$ cat config.mk
export PLATFORM = sky130hd
export DESIGN_NAME = cmp_result_tracker_flat
export DESIGN_NICKNAME = d
export VERILOG_FILES = /design/src/rtl/cmp_result_tracker_pkg.sv /design/src/rtl/cmp_result_tracker_if.sv /design/src/rtl/cmp_result_tracker_sat_counter.sv /design/src/rtl/cmp_result_tracker.sv /design/src/flat_wrapper.sv
export SDC_FILE = /design/constraint.sdc
export NUM_CORES = 1
export LEC_CHECK = 0
export CORE_ASPECT_RATIO = 1.4
export CORE_MARGIN = 3
export CORE_UTILIZATION = 35
export DETAILED_ROUTE_END_ITERATION = 8
export GPL_ROUTABILITY_DRIVEN = 0
export PLACE_DENSITY = 0.53
export SYNTH_ARGS = -nofsm -noshare
export SYNTH_HDL_FRONTEND = slang
export SYNTH_SLANG_ARGS = --single-unit
export TNS_END_PERCENT = 1
$ cat constraint.sdc
create_clock -name clk -period 3.86 [get_ports clk]
set_input_delay 0.772 -clock clk [delete_from_list [all_inputs] [get_ports clk]]
set_output_delay 0.772 -clock clk [all_outputs]
set_load 0.005 [all_outputs]
$ cat src/rtl/cmp_result_tracker_pkg.sv
// ----------------------------------------------------------------------------
// cmp_pkg : shared state and result encodings for cmp_result_tracker
// Rev 1.0 : initial release
// ----------------------------------------------------------------------------
`default_nettype none

package cmp_pkg;

  typedef enum logic [1:0] {
    S_IDLE   = 2'd0,
    S_STREAK = 2'd1,
    S_LOCK   = 2'd2
  } state_e;

  localparam logic [1:0] RES_NONE = 2'b00;
  localparam logic [1:0] RES_GT   = 2'b01;
  localparam logic [1:0] RES_EQ   = 2'b10;
  localparam logic [1:0] RES_LT   = 2'b11;

  // RES_NONE doubles as the "not one-hot" marker.
  function automatic logic [1:0] res_code(input logic gt, input logic eq, input logic lt);
    logic [1:0] code;
    code = RES_NONE;
    unique case ({gt, eq, lt})
      3'b100:  code = RES_GT;
      3'b010:  code = RES_EQ;
      3'b001:  code = RES_LT;
      default: code = RES_NONE;
    endcase
    return code;
  endfunction

endpackage

`default_nettype wire

$ cat src/rtl/cmp_result_tracker_if.sv
// ----------------------------------------------------------------------------
// cmp_result_tracker_if : comparator flag input and tracker status bundle
// Rev 1.0 : initial release
// ----------------------------------------------------------------------------
`default_nettype none

interface cmp_result_tracker_if #(
  parameter int CNT_W = 8
);
  logic             clear;
  logic             in_valid;
  logic             y0;
  logic             y1;
  logic             y2;
  logic [CNT_W-1:0] gt_cnt;
  logic [CNT_W-1:0] eq_cnt;
  logic [CNT_W-1:0] lt_cnt;
  logic [CNT_W-1:0] bad_cnt;
  logic [1:0]       last_res;
  logic             eq_lock;
  logic             streak_hit;
  logic             onehot_err;

  modport master (
    output clear, in_valid, y0, y1, y2,
    input  gt_cnt, eq_cnt, lt_cnt, bad_cnt, last_res, eq_lock, streak_hit, onehot_err
  );

  modport slave (
    input  clear, in_valid, y0, y1, y2,
    output gt_cnt, eq_cnt, lt_cnt, bad_cnt, last_res, eq_lock, streak_hit, onehot_err
  );
endinterface

`default_nettype wire

$ cat src/rtl/cmp_result_tracker_sat_counter.sv
// ----------------------------------------------------------------------------
// sat_counter : up-counter that holds at all-ones instead of wrapping
// Rev 1.0 : initial release
// ----------------------------------------------------------------------------
`default_nettype none

module sat_counter #(
  parameter int W = 8
) (
  input  wire logic         clk,
  input  wire logic         rst_n,
  input  wire logic         clr,
  input  wire logic         inc,
  output logic     [W-1:0]  q
);

  logic [W-1:0] r_q;

  always_ff @(posedge clk or negedge rst_n) begin
    if (!rst_n) begin
      r_q <= '0;
    end else if (clr) begin
      r_q <= '0;
    end else if (inc && (r_q != '1)) begin
      r_q <= r_q + W'(1);
    end
  end

  assign q = r_q;

endmodule

`default_nettype wire

$ cat src/rtl/cmp_result_tracker.sv
// ----------------------------------------------------------------------------
// cmp_result_tracker : tallies comparator outcomes, flags non-one-hot samples
//                      and locks after a run of consecutive a==b results
// Rev 1.0 : initial release
// ----------------------------------------------------------------------------
`default_nettype none

module cmp_result_tracker
  import cmp_pkg::*;
#(
  parameter int CNT_W  = 8,
  parameter int THRESH = 4
) (
  input  wire logic            clk,
  input  wire logic            rst_n,
  cmp_result_tracker_if.slave  bus
);

  localparam logic [CNT_W-1:0] C_THRESH  = CNT_W'(THRESH);
  localparam logic [CNT_W-1:0] C_RUN_MAX = '1;

  logic       w_smp;
  logic [1:0] w_code;
  logic       w_good;
  logic       w_gt;
  logic       w_eq;
  logic       w_lt;
  logic       w_bad;

  // clear drops any sample presented on the same edge.
  assign w_smp  = bus.in_valid & ~bus.clear;
  assign w_code = res_code(bus.y0, bus.y1, bus.y2);
  assign w_good = (w_code != RES_NONE);
  assign w_gt   = w_smp & (w_code == RES_GT);
  assign w_eq   = w_smp & (w_code == RES_EQ);
  assign w_lt   = w_smp & (w_code == RES_LT);
  assign w_bad  = w_smp & ~w_good;

  sat_counter #(.W(CNT_W)) u_gt_cnt (
    .clk   (clk),
    .rst_n (rst_n),
    .clr   (bus.clear),
    .inc   (w_gt),
    .q     (bus.gt_cnt)
  );

  sat_counter #(.W(CNT_W)) u_eq_cnt (
    .clk   (clk),
    .rst_n (rst_n),
    .clr   (bus.clear),
    .inc   (w_eq),
    .q     (bus.eq_cnt)
  );

  sat_counter #(.W(CNT_W)) u_lt_cnt (
    .clk   (clk),
    .rst_n (rst_n),
    .clr   (bus.clear),
    .inc   (w_lt),
    .q     (bus.lt_cnt)
  );

  sat_counter #(.W(CNT_W)) u_bad_cnt (
    .clk   (clk),
    .rst_n (rst_n),
    .clr   (bus.clear),
    .inc   (w_bad),
    .q     (bus.bad_cnt)
  );

  logic [1:0] r_last_res;
  logic       r_onehot_err;

  always_ff @(posedge clk or negedge rst_n) begin
    if (!rst_n) begin
      r_last_res   <= RES_NONE;
      r_onehot_err <= 1'b0;
    end else if (bus.clear) begin
      r_last_res   <= RES_NONE;
      r_onehot_err <= 1'b0;
    end else if (w_smp) begin
      if (w_good) begin
        r_last_res <= w_code;
      end else begin
        r_onehot_err <= 1'b1;
      end
    end
  end

  state_e           r_state;
  logic [CNT_W-1:0] r_run;
  logic             r_eq_lock;
  logic             r_streak_hit;
  logic [CNT_W-1:0] w_run_inc;

  assign w_run_inc = r_run + CNT_W'(1);

  always_ff @(posedge clk or negedge rst_n) begin
    if (!rst_n) begin
      r_state      <= S_IDLE;
      r_run        <= '0;
      r_eq_lock    <= 1'b0;
      r_streak_hit <= 1'b0;
    end else if (bus.clear) begin
      r_state      <= S_IDLE;
      r_run        <= '0;
      r_eq_lock    <= 1'b0;
      r_streak_hit <= 1'b0;
    end else begin
      r_streak_hit <= 1'b0;
      if (w_smp) begin
        case (r_state)
          S_IDLE: begin
            if (w_eq) begin
              r_state <= S_STREAK;
              r_run   <= CNT_W'(1);
            end
          end
          S_STREAK: begin
            if (w_eq) begin
              r_run <= w_run_inc;
              if (w_run_inc == C_THRESH) begin
                r_state      <= S_LOCK;
                r_eq_lock    <= 1'b1;
                r_streak_hit <= 1'b1;
              end
            end else begin
              r_state <= S_IDLE;
              r_run   <= '0;
            end
          end
          S_LOCK: begin
            if (w_eq) begin
              if (r_run != C_RUN_MAX) begin
                r_run <= w_run_inc;
              end
            end else begin
              r_state   <= S_IDLE;
              r_run     <= '0;
              r_eq_lock <= 1'b0;
            end
          end
          default: begin
            r_state   <= S_IDLE;
            r_run     <= '0;
            r_eq_lock <= 1'b0;
          end
        endcase
      end
    end
  end

  assign bus.last_res   = r_last_res;
  assign bus.onehot_err = r_onehot_err;
  assign bus.eq_lock    = r_eq_lock;
  assign bus.streak_hit = r_streak_hit;

endmodule

`default_nettype wire

$ cat src/flat_wrapper.sv
// flat-port wrapper written by rule: the top's interface ports become plain ports
module cmp_result_tracker_flat import cmp_pkg::*;
#(
  parameter int CNT_W  = 8,
  parameter int THRESH = 4
)
  (clk, rst_n, bus_clear, bus_in_valid, bus_y0, bus_y1, bus_y2, bus_gt_cnt, bus_eq_cnt, bus_lt_cnt, bus_bad_cnt, bus_last_res, bus_eq_lock, bus_streak_hit, bus_onehot_err);
  cmp_result_tracker_if #(.CNT_W(CNT_W)) bus_i ();
  input  wire logic clk;
  input  wire logic rst_n;
  input wire logic [$bits(bus_i.clear)-1:0] bus_clear;
  input wire logic [$bits(bus_i.in_valid)-1:0] bus_in_valid;
  input wire logic [$bits(bus_i.y0)-1:0] bus_y0;
  input wire logic [$bits(bus_i.y1)-1:0] bus_y1;
  input wire logic [$bits(bus_i.y2)-1:0] bus_y2;
  output wire logic [$bits(bus_i.gt_cnt)-1:0] bus_gt_cnt;
  output wire logic [$bits(bus_i.eq_cnt)-1:0] bus_eq_cnt;
  output wire logic [$bits(bus_i.lt_cnt)-1:0] bus_lt_cnt;
  output wire logic [$bits(bus_i.bad_cnt)-1:0] bus_bad_cnt;
  output wire logic [$bits(bus_i.last_res)-1:0] bus_last_res;
  output wire logic [$bits(bus_i.eq_lock)-1:0] bus_eq_lock;
  output wire logic [$bits(bus_i.streak_hit)-1:0] bus_streak_hit;
  output wire logic [$bits(bus_i.onehot_err)-1:0] bus_onehot_err;
  assign bus_i.clear = bus_clear;
  assign bus_i.in_valid = bus_in_valid;
  assign bus_i.y0 = bus_y0;
  assign bus_i.y1 = bus_y1;
  assign bus_i.y2 = bus_y2;
  assign bus_gt_cnt = bus_i.gt_cnt;
  assign bus_eq_cnt = bus_i.eq_cnt;
  assign bus_lt_cnt = bus_i.lt_cnt;
  assign bus_bad_cnt = bus_i.bad_cnt;
  assign bus_last_res = bus_i.last_res;
  assign bus_eq_lock = bus_i.eq_lock;
  assign bus_streak_hit = bus_i.streak_hit;
  assign bus_onehot_err = bus_i.onehot_err;
  cmp_result_tracker #(.CNT_W(CNT_W), .THRESH(THRESH)) u_core (.clk(clk), .rst_n(rst_n), .bus(bus_i));
endmodule
==> results of run 1 <==
-- Yosys cell counts, drive strengths merged, types with 2 or more instances --
cell,n
and4,2
nor2b,3
ha,10
nand4,6
dfrtp,47
o31ai,3
o21ai,16
o41ai,2
nand2,24
and3,7
mux2i,5
nor3,8
nor3b,3
xnor2,7
nand4bb,2
inv,4
or3,7
nor2,31
a211oi,4
a21oi,11
clkbuf,5
o211ai,3
nand2b,2
nand3,23
xor2,14
a21boi,2
buf,5
-- layout make-up --
| class | instances | area, um2 |
|---|---|---|
| repair buffers | 45 | 440 |
| clock buffers | 8 | 100 |
| fillers | 734 | 3880 |
| multi-input cells | 209 | 1340 |
| inverters | 5 | 18.8 |
| flip-flops and latches | 47 | 1180 |
| well taps | 95 | 119 |
-- power by group through the flow --
stage	Combinational (W)	Clock (W)	Sequential, W
detailed placement	0.0000751	0	0.000514
CTS	0.0000755	0.000342	0.000505
global placement	0.0000758	0	0.000514
finish	0.0000729	0.000329	0.000504
floorplan	0.0000421	0	0.000514
global route	0.0000840	0.000359	0.000506
-- final timing paths --
check | startpoint | to
max reg2reg | u_core.r_state[0] | u_core.r_run[0]
min reg2reg | u_core.bus.onehot_err | u_core.bus.onehot_err
max | bus_clear | u_core.u_gt_cnt.q[4]
min in group asynchronous | rst_n | u_core.u_bad_cnt.q[5]
min | u_core.bus.onehot_err | u_core.bus.onehot_err
max in group asynchronous | rst_n | u_core.u_eq_cnt.q[4]
-- cells by family after synthesis --
| kind of cell | after synthesis |
|---|---|
| and+or+nand+nor | 123 |
| xor gates and xnor gates | 21 |
| muxes | 6 |
| adders and majority gates | 10 |
| buffers and inverters | 15 |
| AOI/OAI and AO/OA | 49 |
| DFF | 47 |
-- sequential cells by signal, summed over array words and instances (netlist names) --
register	count
u_core.bus.eq_lock	1
u_core.u_gt_cnt.q	8
u_core.bus.onehot_err	1
u_core.bus.streak_hit	1
u_core.u_lt_cnt.q	8
u_core.r_state	2
u_core.u_eq_cnt.q	8
u_core.r_run	8
u_core.u_bad_cnt.q	8
u_core.bus.last_res	2
-- layer usage --
| layer | vias to the layer above | share of wire, % |
|---|---|---|
| met4 | 0 | 1.7 |
| met5 | - | 0 |
| met2 | 33 | 49 |
| met3 | 7 | 2.7 |
| li1 | 1050 | - |
| met1 | 1033 | 46 |
-- worst register-to-register path, cell delays in order, from the launching register on --
cell	delay [ns]
dfrtp_1	0.44
inv_1	0.14
ha_1	0.16
nand4bb_1	0.17
or3_1	0.37
a21oi_2	0.33
mux2_2	0.37
-- metrics by stage --
| stage | util (%) | instances |
|---|---|---|
| global placement | 43.7 | 401 |
| finish | 45.2 | 409 |
| detailed placement | 43.7 | 401 |
| global route | 45.2 | 409 |
| floorplan | - | 271 |
| CTS | 45.2 | 409 |
==> impl_metrics.yaml, run 1 <==
final_layout:
  n_antenna_cell: 0
  layout_common_cells: "47 x dfrtp_1, 42 x clkdlybuf4s50_1, 31 x nor2_1, 24 x nand2_1, 23 x nand3_1"
  final_nets: 330
  final_area_mm2: 0.00319
  layout-drive-gt1-share_pct: 5.73
  final_common_cell: "dfrtp_1"
  area_delta_synth_final_pct: 23.5
synth:
  seq_area_frac_synth_pct: 45.5
  synthSimpleGateAreaFrac_pct: 24.4
  synth_ff_type: "dfrtp_1"
  ys_ff_latch: 47
  synth_area_leaders: "dfrtp_1 45%, ha_1 4.8%, xor2_1 4.7%, nor2_1 4.5%, nand3_1 4.5%"
  synthMuxAreaShare_pct: 2.37
  synth_top_area_share_pct: 45.5
  synth_compound_area_share_pct: 13.0
  synth-async-reset-ratio_pct: 100
  yosys.area.top_type: "dfrtp_1"
  synthAdderAreaFrac_pct: 4.84
  synthXorXnorAreaFrac_pct: 7.12
  synth_top_family_by_area: "simple AND/OR/NAND/NOR gates"
  synth_area_mm2: 0.00258
  avgSynthCellArea_um2: 9.54
  synth_edf_count: 0
  synth_nets: 288
  ys_types: 48
  syn_inst: 271
  yosys_warnings: 0
global_routing:
  busiest_layer: "met2"
  gr-usage-met1_pct: 18.6
  grt_pass1_vias: 2062
  antenna_found_initial: 0
  met2_usage_pct: 25.3
  grt_max_degree: 48
  grt_pass1_wl_um: 10000
  grt_use_total_pct: 14.7
  use_met3_pct: 2.35
  grt_overflow: 0
critical_path:
  worstPathRequired_ns: 4.10
  critical-path-slowest-cell: "clkdlybuf4s50_1"
  reg2regPathDepth: 6
  worst-path-max-fanout: 11
  cp_num_cells: 6
  ff2ff_setup_slack_ns: 1.76
  cp_top_family: "buffers and inverters"
  crit_type: "input pin to flip-flop"
  worstPathArrival_ns: 2.90
  path_buf_inv: 2
  path_cells: "clkdlybuf4s50_1 -> buf_4 -> nor4b_1 -> o211ai_1 -> or3_1 -> a21oi_1"
  cp-start-kind: "input pin"
  slowest_delay_ns: 0.59
  endpoint_kind: "flip-flop"
power:
  p_leak_nw: 1.32
  peakVddDrop_mv: 0.163
  powerDensity_mw_per_mm2: 284
  finalPower_w: 0.000906
  p_int_w: 0.000690
  pwr-share-clk_pct: 36.3
  seqPwrFrac_pct: 55.6
  switching_share_pct: 23.8
  p_comb_share_pct: 8.0
  p_switching_w: 0.000216
sta:
  hold_ws_ns: 0.481
  rsz0062_at_grt: "no"
  slew_violations: 0
  tightest_slew_ns: 1.06
  fin_tns_setup_ns: 0
  finalSetupViolCount: 0
  skew_ns: 0.00449
  max_freq_mhz: 375
  hold_viol: 0
  period_needed_ns: 2.67
  fin_crit_sh_pct: 69.1
  max_slew_margin_pct: 29.6
  setup_slack_ns: 1.19
placement:
  io_buffers: 43
  place_ws_ns: 0.828
  place_area_mm2: 0.00309
  dp.final_hpwl_um: 4120
floorplanning:
  die_h_um: 108
  die_area_mm2: 0.00847
  die_w_um: 78.6
  row_count: 36
  io_pins: 44
  core_area_mm2: 0.00707
  initial_utilization_pct: 36.6
clock_tree:
  clock-root-buffer: "clkbuf_8"
  postCtsHoldBufs: 0
  clkSlewWorstSetupHoldPaths_ns: 0.09
  cts_max_level: 2
  ctsResizeCount: 0
  post_cts_buffers: 0
  clock_latency_ns: 0.30
  cts_buffers: 5
  cts_sinks: 47
  cts_max_path_buffers: 2
  cts_tree: "built"
route:
  antenna_left: 0
  drc: 0
  drtIter0Drc: 71
  first_pass_iters: 6
  num_vias: 2123
  wl_um: 5840
  post_drt_wl_per_cell_um: 14.3
  via_per_inst: 5.19
status:
  status: "finished, final reports clean"
hold_path:
  hold_path.class: "flip-flop to flip-flop"
  hold_depth: 1
flow_run:
  maxCapViolCount: 0
Power figures use the tool's default switching activity.
==> run 2, diff against run 1 <==
- clock period: 3.86 -> 2.51 ns (I/O delays scaled with it)
==> impl_metrics.yaml, run 2 (synthesized netlist as in run 1, its figures left out) <==
critical_path:
  worstPathRequired_ns: 2.69
  cp-start-kind: "input pin"
  path_buf_inv: 2
  critical-path-slowest-cell: "clkdlybuf4s50_1"
  crit_type: "input pin to flip-flop"
  r2r-start: "u_core.r_state[0]"
  reg2regPathDepth: 6
  cp_top_family: "buffers and inverters"
  ff2ff_setup_slack_ns: 0.55
  endpoint_kind: "flip-flop"
  worstPathArrival_ns: 2.36
  slowest_delay_ns: 0.57
  worst-path-max-fanout: 8
  path_cells: "clkdlybuf4s50_1 -> or3b_2 -> a21boi_2 -> a21oi_2 -> buf_4 -> o21ai_0 -> o31ai_1"
  r2r_end: "u_core.r_run[0]"
route:
  via_per_inst: 5.10
  antenna_left: 0
  post_drt_wl_per_cell_um: 14.1
  num_vias: 2167
  first_pass_iters: 4
  wl_um: 5980
  drtIter0Drc: 96
  drc: 0
clock_tree:
  post_cts_buffers: 0
  ctsResizeCount: 0
  cts_tree: "built"
  clkSlewWorstSetupHoldPaths_ns: 0.09
  clock_latency_ns: 0.30
  cts_max_path_buffers: 2
  cts_max_level: 2
  cts_sinks: 47
  postCtsHoldBufs: 0
  cts_buffers: 5
  clock-root-buffer: "clkbuf_8"
sta:
  setup_slack_ns: 0.325
  period_needed_ns: 2.19
  fin_crit_sh_pct: 87.1
  max_slew_margin_pct: 59.2
  fin_tns_setup_ns: 0
  hold_viol: 0
  tightest_slew_ns: 0.608
  finalSetupViolCount: 0
  slew_violations: 0
  rsz0062_at_grt: "no"
  skew_ns: 0.00824
  max_freq_mhz: 458
flow_run:
  maxCapViolCount: 0
global_routing:
  grt_use_total_pct: 15.3
  grt_overflow: 0
  grt_pass1_wl_um: 10500
  antenna_found_initial: 0
  grt_max_degree: 28
  grt_pass1_vias: 2216
power:
  peakVddDrop_mv: 0.254
  powerDensity_mw_per_mm2: 408
  p_leak_nw: 1.39
final_layout:
  final_nets: 346
  area_delta_synth_final_pct: 27.9
  n_antenna_cell: 0
  seqCellArea_mm2: 0.00118
  final_common_cell: "dfrtp_1"
  layout-drive-gt1-share_pct: 10.0
  fill_cells: 724
  layout_common_cells: "47 x dfrtp_1, 42 x clkdlybuf4s50_1, 31 x nor2_1, 24 x nand2_1, 23 x nand3_1"
  multiInputGateArea_mm2: 0.00134
floorplanning:
  initial_utilization_pct: 36.6
  die_w_um: 78.6
  io_pins: 44
  die_area_mm2: 0.00847
  die_h_um: 108
  core_area_mm2: 0.00707
  row_count: 36
status:
  status: "finished, final reports clean"
placement:
  dp.final_hpwl_um: 4410
  io_buffers: 43
  place_ws_ns: -0.0158
hold_path:
  hold_path.class: "input pin to asynchronous set/reset pin"
==> run 2: layer usage <==
layer,GRT usage [%],routed length (um),up-vias
li1,-,-,1082
met1,19.5,2790,1051
met2,26.4,3020,32
met3,2.60,124,2
met4,4.63,46,0
met5,0,0,-
==> run 2: worst reg2reg max path: cells and delay by family, from the launching register on <==
family                     cells  cell delay [ns]
adders and majority gates      1             0.17
DFF                            1             0.43
and+or+nand+nor                2             0.61
buffers and inverters          1             0.13
AOI/OAI and AO/OA              1             0.17
muxes                          1             0.34
==> run 2: final cells by class <==
class | instances | share of cell area (%)
Clock buffer | 7 | 2.31
Inverter | 5 | 0.568
Tap cell | 95 | 3.59
Clock inverter | 1 | 0.151
Multi-Input combinational cell | 209 | 40.5
Timing Repair Buffer | 61 | 17.3
Sequential cell | 47 | 35.6
==> run 2: metrics by stage <==
stage	hold slack [ns]	total power (W)	cells	utilization (%)	cell area (um2)
2_1_floorplan	0.206	0.000855	271	-	2580
3_3_place_gp	0.486	0.000925	417	45.6	3230
3_5_place_dp	0.482	0.000925	417	45.6	3230
4_1_cts	0.186	0.00138	425	46.8	3310
5_1_grt	0.193	0.00143	425	46.8	3310
6_report	0.170	0.00135	425	46.8	3310
==> run 2: worst max path at each step <==
stage,slack [ns],to,startpoint,depth (start not counted)
detailed placement,-0.02,u_core.u_bad_cnt.q[1],bus_y2,7
floorplan,0.52,u_core.r_run[0],bus_y2,5
finish,0.32,u_core.r_run[4],bus_y0,7
global route,0.15,u_core.u_gt_cnt.q[4],bus_y1,7
global placement,-0.008,u_core.u_bad_cnt.q[1],bus_y2,7
CTS,0.31,u_core.u_bad_cnt.q[1],bus_y2,7
==> run 2: power by group <==
group,total [W],internal (W),switching (W)
sequential,0.000776,0.000766,0.00000969
clock,0.000442,0.000196,0.000246
combinational,0.000131,0.0000588,0.0000726
==> run 3, diff against run 2 <==
- CORE_MARGIN: 3 -> unset
==> impl_metrics.yaml, run 3 (synthesized netlist as in run 1, its figures left out) <==
critical_path:
  r2r-start: "u_core.r_state[0]"
  reg2regPathDepth: 6
  ff2ff_setup_slack_ns: 0.61
  worstPathRequired_ns: 2.72
  r2r_end: "u_core.r_run[0]"
  worstPathArrival_ns: 2.35
  worst-path-max-fanout: 9
  endpoint_kind: "flip-flop"
  cp-start-kind: "input pin"
  crit_type: "input pin to flip-flop"
  crit_start: "bus_clear"
floorplanning:
  core_area_mm2: 0.00707
  row_count: 36
  die_h_um: 104
  die_w_um: 74.6
  io_pins: 44
  initial_utilization_pct: 36.6
  die_area_mm2: 0.00774
status:
  status: "finished, final reports clean"
power:
  powerDensity_mw_per_mm2: 402
  peakVddDrop_mv: 0.222
  p_leak_nw: 1.40
placement:
  place_ws_ns: 0.0331
  dp.final_hpwl_um: 4370
  io_buffers: 43
  dp.cells: 419
clock_tree:
  clock-root-buffer: "clkbuf_8"
  cts_max_path_buffers: 2
  clock_latency_ns: 0.29
  cts_buffers: 5
  ctsResizeCount: 0
  postCtsHoldBufs: 0
  cts_sinks: 47
  cts_tree: "built"
  cts_max_level: 2
  clkSlewWorstSetupHoldPaths_ns: 0.08
  post_cts_buffers: 0
flow_run:
  maxCapViolCount: 0
route:
  first_pass_iters: 4
  post_drt_wl_per_cell_um: 13.9
  drtIter0Drc: 75
  via_per_inst: 5.10
  antenna_left: 0
  wl_um: 5930
  drc: 0
  num_vias: 2169
final_layout:
  fin_util_pct: 46.9
  n_antenna_cell: 0
  final_nets: 348
  area_delta_synth_final_pct: 28.2
  layout-drive-gt1-share_pct: 10.3
  final_common_cell: "dfrtp_1"
  final_cells: 425
  layout_common_cells: "47 x dfrtp_1, 42 x clkdlybuf4s50_1, 31 x nor2_1, 24 x nand2_1, 23 x nand3_1"
sta:
  rsz0062_at_grt: "no"
  slew_violations: 0
  setup_slack_ns: 0.366
  max_freq_mhz: 466
  hold_ws_ns: 0.208
  fin_tns_setup_ns: 0
  finalSetupViolCount: 0
  skew_ns: 0.00701
  max_slew_margin_pct: 57.2
  hold_viol: 0
  fin_crit_sh_pct: 85.4
  period_needed_ns: 2.14
  tightest_slew_ns: 0.639
hold_path:
  hold_path.class: "input pin to asynchronous set/reset pin"
global_routing:
  grt_max_degree: 25
  grt_use_total_pct: 16.5
  grt_pass1_vias: 2146
  antenna_found_initial: 0
  grt_overflow: 0
  grt_pass1_wl_um: 10000
-- run 3: worst max-delay path by stage --
stage / end / slack (ns)
3_5_place_dp: u_core.u_gt_cnt.q[4] / 0.03
6_report: u_core.u_eq_cnt.q[5] / 0.37
3_3_place_gp: u_core.u_gt_cnt.q[4] / 0.08
4_1_cts: u_core.u_eq_cnt.q[5] / 0.36
5_1_grt: u_core.u_gt_cnt.q[4] / 0.13
2_1_floorplan: u_core.r_run[0] / 0.52
-- run 3: per-stage QoR --
stage | total power, W | cell area, um2
2_1_floorplan | 0.000855 | 2580
3_3_place_gp | 0.000927 | 3240
3_5_place_dp | 0.000927 | 3240
4_1_cts | 0.00136 | 3310
5_1_grt | 0.00140 | 3310
6_report | 0.00133 | 3310
-- run 3: worst max-delay path, cell delays in order --
cell,delay [ns]
clkdlybuf4s50_1,0.59
nor2b_1,0.39
o211ai_4,0.12
or2_4,0.28
or3_1,0.31
a21oi_1,0.17
-- run 3: routing by layer --
metal	vias up	wire length, um	track usage (%)
met4	0	106	6.06
li1	1084	-	-
met3	7	142	2.14
met2	33	2930	27.4
met5	-	0	0
met1	1045	2740	21.2
-- run 3: final cells by class --
class / count / area, um2
repair buffers: 63 / 588
flip-flops and latches: 47 / 1180
multi-input cells: 209 / 1340
inverters: 5 / 18.8
clock buffers: 6 / 72.6
fillers: 728 / 3760
well taps: 95 / 119
-- run 3: report_power, final --
group          switching, W  internal [W]  total [W]
registers        0.00000992      0.000766   0.000776
logic             0.0000735     0.0000599   0.000133
clock network      0.000237      0.000186   0.000423
total              0.000321       0.00101    0.00133
